===== config.mk =====
export PLATFORM = sky130hd
export DESIGN_NAME = ads_sample_packer_flat
export DESIGN_NICKNAME = d
export VERILOG_FILES = /design/src/rtl/ads_sample_packer_pkg.sv /design/src/rtl/ads_sample_packer_if.sv /design/src/rtl/ads_sample_packer_fifo.sv /design/src/rtl/ads_sample_packer.sv /design/src/flat_wrapper.sv
export SDC_FILE = /design/constraint.sdc
export NUM_CORES = 1
export LEC_CHECK = 0
export CORE_UTILIZATION = 23
export DETAILED_ROUTE_END_ITERATION = 10
export GPL_ROUTABILITY_DRIVEN = 0
export SETUP_SLACK_MARGIN = 0.4
export SYNTH_ARGS = -nofsm -noshare
export SYNTH_HDL_FRONTEND = slang
export SYNTH_SLANG_ARGS = --single-unit

===== constraint.sdc =====
create_clock -name CLK_100M -period 8.8 [get_ports CLK_100M]
set_input_delay 0.88 -clock CLK_100M [delete_from_list [all_inputs] [get_ports CLK_100M]]
set_output_delay 0.88 -clock CLK_100M [all_outputs]
set_load 0.05 [all_outputs]

===== src/rtl/ads_sample_packer_pkg.sv =====
// Shared ADS definitions: widths, FSM state encoding and the boxcar-average helper.
package ads_pkg;
  localparam int ADS_SMP_W = 16;
  localparam int PK_W      = 32;
  localparam int ACC_W     = 20;

  typedef enum logic {ST_IDLE, ST_RUN} ads_st_e;

  // Arithmetic shift rounds toward -inf; only the low sample-width bits are kept.
  function automatic logic [ADS_SMP_W-1:0] ads_avg(input logic signed [ACC_W-1:0] sum,
                                                   input int sh);
    return ADS_SMP_W'(sum >>> sh);
  endfunction
endpackage


===== src/rtl/ads_sample_packer_if.sv =====
// Valid/ready word stream from the packer to the packet/transmit path.
interface ads_pk_if import ads_pkg::*; #(parameter int W = PK_W) ();
  logic [W-1:0] PK_DATA;
  logic         PK_VALID;
  logic         PK_READY;
  logic         PK_LAST;

  modport master (output PK_DATA, output PK_VALID, output PK_LAST, input PK_READY);
  modport slave  (input PK_DATA, input PK_VALID, input PK_LAST, output PK_READY);
endinterface


===== src/rtl/ads_sample_packer_fifo.sv =====
// Synchronous first-word-fall-through FIFO; a pop frees the slot a same-cycle push may use.
module ads_pk_fifo #(
  parameter int W     = 33,
  parameter int DEPTH = 16
) (
  input  logic         clk,
  input  logic         rst_n,
  input  logic         wr_en_i,
  input  logic [W-1:0] wr_data_i,
  input  logic         rd_en_i,
  output logic [W-1:0] rd_data_o,
  output logic         full_o,
  output logic         empty_o
);
  localparam int AW = $clog2(DEPTH);

  logic [W-1:0] mem_q [DEPTH];
  logic [AW:0]  wptr_q, rptr_q;
  logic         wr_ok, rd_ok;

  assign empty_o = (wptr_q == rptr_q);
  assign full_o  = (wptr_q[AW] != rptr_q[AW]) && (wptr_q[AW-1:0] == rptr_q[AW-1:0]);
  assign rd_ok   = rd_en_i & ~empty_o;
  assign wr_ok   = wr_en_i & (~full_o | rd_ok);
  assign rd_data_o = empty_o ? '0 : mem_q[rptr_q[AW-1:0]];

  always_ff @(posedge clk) begin
    if (!rst_n) begin
      wptr_q <= '0;
      rptr_q <= '0;
    end else begin
      if (wr_ok) wptr_q <= wptr_q + 1'b1;
      if (rd_ok) rptr_q <= rptr_q + 1'b1;
    end
  end

  always_ff @(posedge clk) begin
    if (wr_ok) mem_q[wptr_q[AW-1:0]] <= wr_data_i;
  end
endmodule


===== src/rtl/ads_sample_packer.sv =====
// Boxcar-averages ADS8363 A/B samples, pairs them into 32-bit words and frames them
// into a FWFT FIFO for a valid/ready consumer.
module ads_sample_packer import ads_pkg::*; #(
  parameter int AVG_LOG2   = 2,
  parameter int FRAME_LEN  = 32,
  parameter int FIFO_DEPTH = 16
) (
  input  logic                 CLK_100M,
  input  logic                 CLK_RST_N,
  input  logic                 ADS_INIT_OK,
  input  logic                 FRAME_START,
  input  logic [ADS_SMP_W-1:0] ADS_ADATA,
  input  logic                 ADS_AVALID,
  input  logic [ADS_SMP_W-1:0] ADS_BDATA,
  input  logic                 ADS_BVALID,
  ads_pk_if.master             pk,
  output logic                 PK_OVF,
  output logic                 PK_PAIR_ERR,
  output logic                 PK_SHORT
);
  localparam int NAVG = 1 << AVG_LOG2;

  ads_st_e                 state_q, state_d;
  logic signed [ACC_W-1:0] acc_a_q, acc_a_d, acc_b_q, acc_b_d, sum_a, sum_b;
  logic [4:0]              cnt_a_q, cnt_a_d, cnt_b_q, cnt_b_d;
  logic [ADS_SMP_W-1:0]    hold_a_q, hold_a_d, hold_b_q, hold_b_d;
  logic                    rdy_a_q, rdy_a_d, rdy_b_q, rdy_b_d;
  logic [7:0]              wcnt_q, wcnt_d;
  logic                    ovf_q, ovf_d, perr_q, perr_d, short_q, short_d;
  logic                    act, clr, push, last, pop, fifo_full, fifo_empty;
  logic [PK_W:0]           fifo_out;

  assign sum_a = acc_a_q + ACC_W'($signed(ADS_ADATA));
  assign sum_b = acc_b_q + ACC_W'($signed(ADS_BDATA));
  // A restart or loss of INIT_OK takes precedence over any strobe in the same cycle.
  assign act   = (state_q == ST_RUN) & ADS_INIT_OK & ~FRAME_START;
  assign last  = (wcnt_q == 8'(FRAME_LEN-1));
  assign pop   = ~fifo_empty & pk.PK_READY;

  always_comb begin
    state_d  = state_q;
    acc_a_d  = acc_a_q;
    acc_b_d  = acc_b_q;
    cnt_a_d  = cnt_a_q;
    cnt_b_d  = cnt_b_q;
    hold_a_d = hold_a_q;
    hold_b_d = hold_b_q;
    rdy_a_d  = rdy_a_q;
    rdy_b_d  = rdy_b_q;
    wcnt_d   = wcnt_q;
    ovf_d    = ovf_q;
    perr_d   = perr_q;
    short_d  = short_q;
    clr      = 1'b0;
    push     = 1'b0;

    if (act & ADS_AVALID) begin
      if (cnt_a_q == 5'(NAVG-1)) begin
        hold_a_d = ads_avg(sum_a, AVG_LOG2);
        rdy_a_d  = 1'b1;
        perr_d   = perr_q | rdy_a_q;
        acc_a_d  = '0;
        cnt_a_d  = '0;
      end else begin
        acc_a_d = sum_a;
        cnt_a_d = cnt_a_q + 5'd1;
      end
    end
    if (act & ADS_BVALID) begin
      if (cnt_b_q == 5'(NAVG-1)) begin
        hold_b_d = ads_avg(sum_b, AVG_LOG2);
        rdy_b_d  = 1'b1;
        perr_d   = perr_d | rdy_b_q;
        acc_b_d  = '0;
        cnt_b_d  = '0;
      end else begin
        acc_b_d = sum_b;
        cnt_b_d = cnt_b_q + 5'd1;
      end
    end

    push = act & rdy_a_d & rdy_b_d;
    if (push) begin
      rdy_a_d = 1'b0;
      rdy_b_d = 1'b0;
      ovf_d   = ovf_q | (fifo_full & ~pop);
      if (last) begin
        wcnt_d  = '0;
        state_d = ST_IDLE;
      end else begin
        wcnt_d = wcnt_q + 8'd1;
      end
    end

    case (state_q)
      ST_IDLE: if (FRAME_START & ADS_INIT_OK) begin
        state_d = ST_RUN;
        clr     = 1'b1;
      end
      ST_RUN: if (!ADS_INIT_OK) begin
        state_d = ST_IDLE;
        clr     = 1'b1;
      end else if (FRAME_START) begin
        short_d = 1'b1;
        clr     = 1'b1;
      end
      default: state_d = ST_IDLE;
    endcase

    if (clr) begin
      acc_a_d = '0;
      acc_b_d = '0;
      cnt_a_d = '0;
      cnt_b_d = '0;
      rdy_a_d = 1'b0;
      rdy_b_d = 1'b0;
      wcnt_d  = '0;
    end
  end

  always_ff @(posedge CLK_100M) begin
    if (!CLK_RST_N) begin
      state_q  <= ST_IDLE;
      acc_a_q  <= '0;
      acc_b_q  <= '0;
      cnt_a_q  <= '0;
      cnt_b_q  <= '0;
      hold_a_q <= '0;
      hold_b_q <= '0;
      rdy_a_q  <= 1'b0;
      rdy_b_q  <= 1'b0;
      wcnt_q   <= '0;
      ovf_q    <= 1'b0;
      perr_q   <= 1'b0;
      short_q  <= 1'b0;
    end else begin
      state_q  <= state_d;
      acc_a_q  <= acc_a_d;
      acc_b_q  <= acc_b_d;
      cnt_a_q  <= cnt_a_d;
      cnt_b_q  <= cnt_b_d;
      hold_a_q <= hold_a_d;
      hold_b_q <= hold_b_d;
      rdy_a_q  <= rdy_a_d;
      rdy_b_q  <= rdy_b_d;
      wcnt_q   <= wcnt_d;
      ovf_q    <= ovf_d;
      perr_q   <= perr_d;
      short_q  <= short_d;
    end
  end

  ads_pk_fifo #(.W(PK_W+1), .DEPTH(FIFO_DEPTH)) u_fifo (
    .clk       (CLK_100M),
    .rst_n     (CLK_RST_N),
    .wr_en_i   (push),
    .wr_data_i ({last, hold_a_d, hold_b_d}),
    .rd_en_i   (pop),
    .rd_data_o (fifo_out),
    .full_o    (fifo_full),
    .empty_o   (fifo_empty)
  );

  assign pk.PK_DATA   = fifo_out[PK_W-1:0];
  assign pk.PK_LAST   = fifo_out[PK_W];
  assign pk.PK_VALID  = ~fifo_empty;
  assign PK_OVF       = ovf_q;
  assign PK_PAIR_ERR  = perr_q;
  assign PK_SHORT     = short_q;
endmodule

===== src/flat_wrapper.sv =====
// flat-port wrapper written by rule: the top's interface ports become plain ports
module ads_sample_packer_flat import ads_pkg::*;
#(
  parameter int AVG_LOG2   = 2,
  parameter int FRAME_LEN  = 32,
  parameter int FIFO_DEPTH = 16
)
  (CLK_100M, CLK_RST_N, ADS_INIT_OK, FRAME_START, ADS_ADATA, ADS_AVALID, ADS_BDATA, ADS_BVALID, PK_OVF, PK_PAIR_ERR, PK_SHORT, pk_PK_DATA, pk_PK_VALID, pk_PK_LAST, pk_PK_READY);
  ads_pk_if pk_i ();
  input  logic CLK_100M;
  input  logic CLK_RST_N;
  input  logic ADS_INIT_OK;
  input  logic FRAME_START;
  input  logic [ADS_SMP_W-1:0] ADS_ADATA;
  input  logic ADS_AVALID;
  input  logic [ADS_SMP_W-1:0] ADS_BDATA;
  input  logic ADS_BVALID;
  output logic PK_OVF;
  output logic PK_PAIR_ERR;
  output logic PK_SHORT;
  output wire logic [$bits(pk_i.PK_DATA)-1:0] pk_PK_DATA;
  output wire logic [$bits(pk_i.PK_VALID)-1:0] pk_PK_VALID;
  output wire logic [$bits(pk_i.PK_LAST)-1:0] pk_PK_LAST;
  input wire logic [$bits(pk_i.PK_READY)-1:0] pk_PK_READY;
  assign pk_PK_DATA = pk_i.PK_DATA;
  assign pk_PK_VALID = pk_i.PK_VALID;
  assign pk_PK_LAST = pk_i.PK_LAST;
  assign pk_i.PK_READY = pk_PK_READY;
  ads_sample_packer #(.AVG_LOG2(AVG_LOG2), .FRAME_LEN(FRAME_LEN), .FIFO_DEPTH(FIFO_DEPTH)) u_core (.CLK_100M(CLK_100M), .CLK_RST_N(CLK_RST_N), .ADS_INIT_OK(ADS_INIT_OK), .FRAME_START(FRAME_START), .ADS_ADATA(ADS_ADATA), .ADS_AVALID(ADS_AVALID), .ADS_BDATA(ADS_BDATA), .ADS_BVALID(ADS_BVALID), .pk(pk_i), .PK_OVF(PK_OVF), .PK_PAIR_ERR(PK_PAIR_ERR), .PK_SHORT(PK_SHORT));
endmodule

# After elaboration in Yosys (flattened, before gate mapping)
# Memories as Yosys holds them, arrays and structs flattened. A register that Yosys moved wholly into a read port is not among the register bits.
# Index checks and enable logic that the tools add are counted.
dict set report op_classes {
  n_reduce_logical 4
  eq_ne 6
  n_mux 31
  addsub 7
  bitwise 21
}
# cell n
set op_table {}
lappend op_table {{$mux 16} 4}
lappend op_table {{$add 20x16->20} 2}
lappend op_table {{$mux 20} 2}
lappend op_table {{$mux 33} 1}
lappend op_table {{$add 5x1->5 const B} 4}
lappend op_table {{$mux 1} 17}
lappend op_table {{$and 1x1->1} 11}
lappend op_table {{$eq 5x2->1 const B} 2}
lappend op_table {{$mux 5} 2}
lappend op_table {{$add 8x1->8 const B} 1}
lappend op_table {{$eq 8x5->1 const B} 1}
lappend op_table {{$mux 4} 2}
lappend op_table {{$mux 8} 1}
lappend op_table {{$not 1->1} 6}
lappend op_table {{$eq 5x5->1} 1}
lappend op_table {{$eq 4x4->1} 1}
lappend op_table {{$or 1x1->1} 4}
lappend op_table {{$pmux 1 s2} 2}
lappend op_table {{$reduce_and 3->1} 1}
lappend op_table {{$reduce_or 3->1} 1}
lappend op_table {{$reduce_or 2->1} 1}
lappend op_table {{$logic_and 1x1->1} 1}
lappend op_table {{$ne 1x1->1} 1}
dict set report totals {
  mem_count 1
  ramBits 528
  register_bits 106
}
# name depth word_bits rd rd_ports_with_merged_regs wr line_no
set memory_table {}
lappend memory_table {u_core.u_fifo.mem_q 16 33 1 1 1 ads_sample_packer_fifo.sv:17} ;# logic [W-1:0] mem_q [DEPTH];

# Longest topological paths before layout
dict set report depth {
  ltp_word 9
  depth_mapped 11
  depth_no_buf 10
}

# By module
# From an unflattened synthesis, not the netlist that was laid out.
dict set report unflattened {
  hier_cells 1528
  area_unflattened_um2 25824.8
}
# mod area_per_inst_um2 cells_per_inst n_inst
set by_module_without_submodules {}
lappend by_module_without_submodules {ads_pk_fifo 20533.4 904 1}
lappend by_module_without_submodules {ads_sample_packer 5291.3 624 1}

# Worst setup path after synthesis
# OpenSTA, ideal clock, no wires.
dict set report synth_path {
  kind {input-to-reg}
  from {input port ADS_INIT_OK}
  to {memory u_core.u_fifo.mem_q[3][0], enable pin}
  setup_slack_ns 3.839
  t_required_ns 8.336
  t_arrival_ns 4.497
  path_stages 9
  cell_sequence {clkbuf_1 nand4b_1 nor2_2 o21a_1 buf_6 and2b_1 buf_4 nand2_1 nor3_1}
}
dict set report synth_between {
  elab_chain_cells 9
}
# element line_no
set synth_lines {}
lappend synth_lines {{from (decl)} flat_wrapper.sv:12} ;# input logic ADS_INIT_OK;
lappend synth_lines {{$and 1x1->1 * (2 in series)} ads_sample_packer.sv:36} ;# assign act = (state_q == ST_RUN) & ADS_INIT_OK & ~FRAME_START;
lappend synth_lines {{$and 1x1->1} ads_sample_packer.sv:57} ;# if (act & ADS_AVALID) begin
lappend synth_lines {{$mux 1} ads_sample_packer.sv:57}
lappend synth_lines {{$and 1x1->1} ads_sample_packer.sv:82} ;# push = act & rdy_a_d & rdy_b_d;
lappend synth_lines {{$and 1x1->1 *} ads_sample_packer.sv:82}
lappend synth_lines {{$and 1x1->1 *} ads_sample_packer_fifo.sv:24} ;# assign wr_ok = wr_en_i & (~full_o | rd_ok);
lappend synth_lines {{$mux 1 *} ads_sample_packer_fifo.sv:38} ;# if (wr_ok) mem_q[wptr_q[AW-1:0]] <= wr_data_i;
lappend synth_lines {{$mux 1 (implied by the code) *} ads_sample_packer_fifo.sv:38}
lappend synth_lines {{to (decl)} ads_sample_packer_fifo.sv:17}
# Mark *: on every way between the ends. The rest lies on a longest branch, timed or not.

==> out/qor.txt <==
Leakage: 8.24 nW
Post-DP HPWL: 37.0 mm
Worst hold path type: register to register
Fraction of registers with async set/reset: 0%
Final setup viols: 0
CP endpoint: pk_PK_DATA[2]
Hold path cells: 2
Fmax: 0.185 GHz
Final slew viol count: 0
Avg WL per Cell: 19.5 um
Relative slew slack: 0.0478%
R2R setup slack: 4.50 ns
R2R Path Start: u_core.cnt_a_q[0]
RSZ-0062 raised after global routing: false
Fillers: 11000
Worst path required time: 7.92 ns
Initial antenna violation count: 6
FF+latch count, synth: 634
Chip Height: 338 um
Max cap viols: 0
Layout cells sized above 1: 19.7%
Root Buffer: clkbuf_16
Register area: 18000 sq um
Placed cell area: 28600 sq um
Die W: 338 um
Multi-input gate area: 7720 sq um
WHS: 0.459 ns
Worst IR Drop VDD: 124 uV
Final min period: 5.41 ns
Vias in the first global route: 14400
Most common cell after layout, fill and taps aside: edfxtp_1
Synth Area in Simple Gates: 6.22%
Post-synthesis compound-gate area fraction: 4.21%
H-tree depth: 3
CP Max Fanout: 72
Setup Skew: 0.0167 ns
First-pass GRT wire length: 92.5 mm
Final WL: 61.2 mm
# diodes: 0
Worst Setup Start Kind: register
Design Area, Final: 30900 sq um
Core area: 111000 sq um
Mux cell area share after synthesis: 14.9%
Synthesized cell area: 26000 sq um
Top FF cell, synth: edfxtp_1
Status: finished clean
Post-Synthesis Mean Instance Area: 17.4 sq um
Cells after synthesis: 1494
Yosys top cell by area: edfxtp_1
Post-Synth Adder-Cell Area: 2.18%
Synth Warn #: 0
Grt total ovfl: 0
Largest net degree at the start of global routing: 133
Die ar.: 114000 sq um
DRC errors left: 0
PortBufs: 75
Clock Tree Buf Depth: 3
CTS clock-pin slew for the worst setup and hold paths: 0.05 ns
Cell Rows: 122
Worst R2R Path Depth: 9
Pwr Density: 200 nW/um^2
Initial Util: 23.3%
Crit end category: output port
# clock sinks: 634
Largest family of logic cells by synthesized area: multiplexers
CTS buffer count: 68
Final ANT Viol Nets: 0
Post_cts resized: 0
Total negative slack: 0 ns
TritonCTS clock tree: yes
Slew @ Worst Pin: 1.50 ns
Critical path class: register to output port
Post-synth EDFFs: 528
Most frequent cells in the layout: edfxtp_1 (528), mux4_2 (165), dfxtp_1 (102)
DR iter-0 viols: 1196
Post-CTS Hold Buffers: 0
Post-CTS Setup Inserts: 0
Number of top-level pins: 76
Drt via density: 4.42
Tot GR Track Use: 10.8%
Clk_lat worst skew: 0.61 ns
Yosys top cell area share: 61.1%
Arrival @ worst endpoint: 4.53 ns
Seq/Total Area, Yosys: 69.3%
Synth Area in XOR/XNOR: 1.77%
Final nets: 1673
Core Util, Final: 27.7%
R2R Path End: u_core.u_fifo.mem_q[2][14]
Period utilization: 61.4%
Final hold violation count: 0
Pre-Repair DR Iteration Count: 5
Net Count, Synth: 1577
Synth area leaders: edfxtp_1 (61%), mux4_2 (14%), dfxtp_1 (8.2%)
Synthesis-to-finish area growth: 18.9%
Unique masters post-synth: 65
Via count: 13800
[sequential cells by signal, summed over array words and instances (netlist names), 8 cells and up, named ones only]
signal               count
u_core.u_fifo.mem_q    528
u_core.wcnt_q            8
u_core.hold_b_q         16
u_core.acc_b_q          18
u_core.hold_a_q         16
u_core.acc_a_q          18
[power by group]
group / internal [mW] / switching, mW
sequential: 3.20 / 0.00164
combinational: 0.0351 / 0.0501
clock: 1.69 / 1.19
[cell families (layout without fill, tap and decap cells)]
kind of cell | Yosys count | count (layout)
and+or+nand+nor | 321 | 321
muxes | 180 | 180
xor gates and xnor gates | 51 | 51
buffers and inverters | 92 | 243
DFF | 634 | 634
adders and majority gates | 44 | 44
AOI/OAI and AO/OA | 172 | 172
[per-layer routing]
layer	wire [um]	global-route usage [%]	vias up
met5	9	0	-
li1	-	-	6141
met3	3400	2.12	81
met2	29400	17.6	388
met4	1160	2.57	2
met1	27300	14.7	7235
[worst max-delay path, stage by stage (launching register included)]
cell             delay [ns]
dfxtp_4                1.07
buf_4                  0.86
mux4_2                 0.38
mux4_2                 0.24
nor2b_1                0.44
clkdlybuf4s50_1        0.91
[through the flow]
stage | cells | power, mW | setup slack [ns]
after floorplan | 1494 | 3.32 | 3.84
after global placement | 3008 | 3.35 | 3.46
after detailed placement | 3008 | 3.36 | 3.39
after CTS | 3133 | 6.24 | 3.25
after global routing | 3133 | 6.35 | 3.24
final | 3133 | 6.17 | 3.39
[synthesized netlist by cell type (4+ instances only)]
master / number
a22oi_1: 4
ha_1: 42
a21o_1: 10
xor2_1: 29
o31ai_1: 8
mux2_2: 8
o21bai_1: 5
nand3_1: 25
buf_1: 8
dfxtp_1: 106
o211ai_1: 5
nor2b_1: 41
a21oi_1: 63
o21a_1: 6
nand4_1: 22
edfxtp_1: 528
nor3b_1: 4
nand2b_1: 10
nand2_1: 89
and2_1: 13
nor3_1: 15
mux4_2: 165
a211oi_1: 6
inv_1: 16
o21ai_0: 29
mux2i_1: 7
xnor2_1: 21
a31oi_1: 5
buf_2: 10
or3_1: 4
or4_1: 4
nor2_1: 71
and3_1: 8
a22o_1: 11
clkbuf_1: 56
[worst min path at each step]
stage	from	end	slack [ns]
after global placement	u_core.acc_b_q[2]	u_core.acc_b_q[2]	0.44
after detailed placement	u_core.acc_a_q[0]	u_core.acc_a_q[0]	0.45
after global routing	u_core.acc_b_q[8]	u_core.acc_b_q[8]	0.49
after CTS	u_core.acc_a_q[0]	u_core.acc_a_q[0]	0.46
final	u_core.acc_a_q[0]	u_core.acc_a_q[0]	0.46
after floorplan	u_core.acc_a_q[10]	u_core.acc_a_q[10]	0.43
[layout make-up]
cell class | count | area share [%]
Multi-Input combinational cell | 768 | 25.0
Inverter | 16 | 0.195
Timing Repair Buffer | 102 | 3.13
Clock inverter | 42 | 1.57
Clock buffer | 83 | 5.73
Tap cell | 1488 | 6.03
Sequential cell | 634 | 58.3
Note: power is estimated with default switching activity, not from simulation.
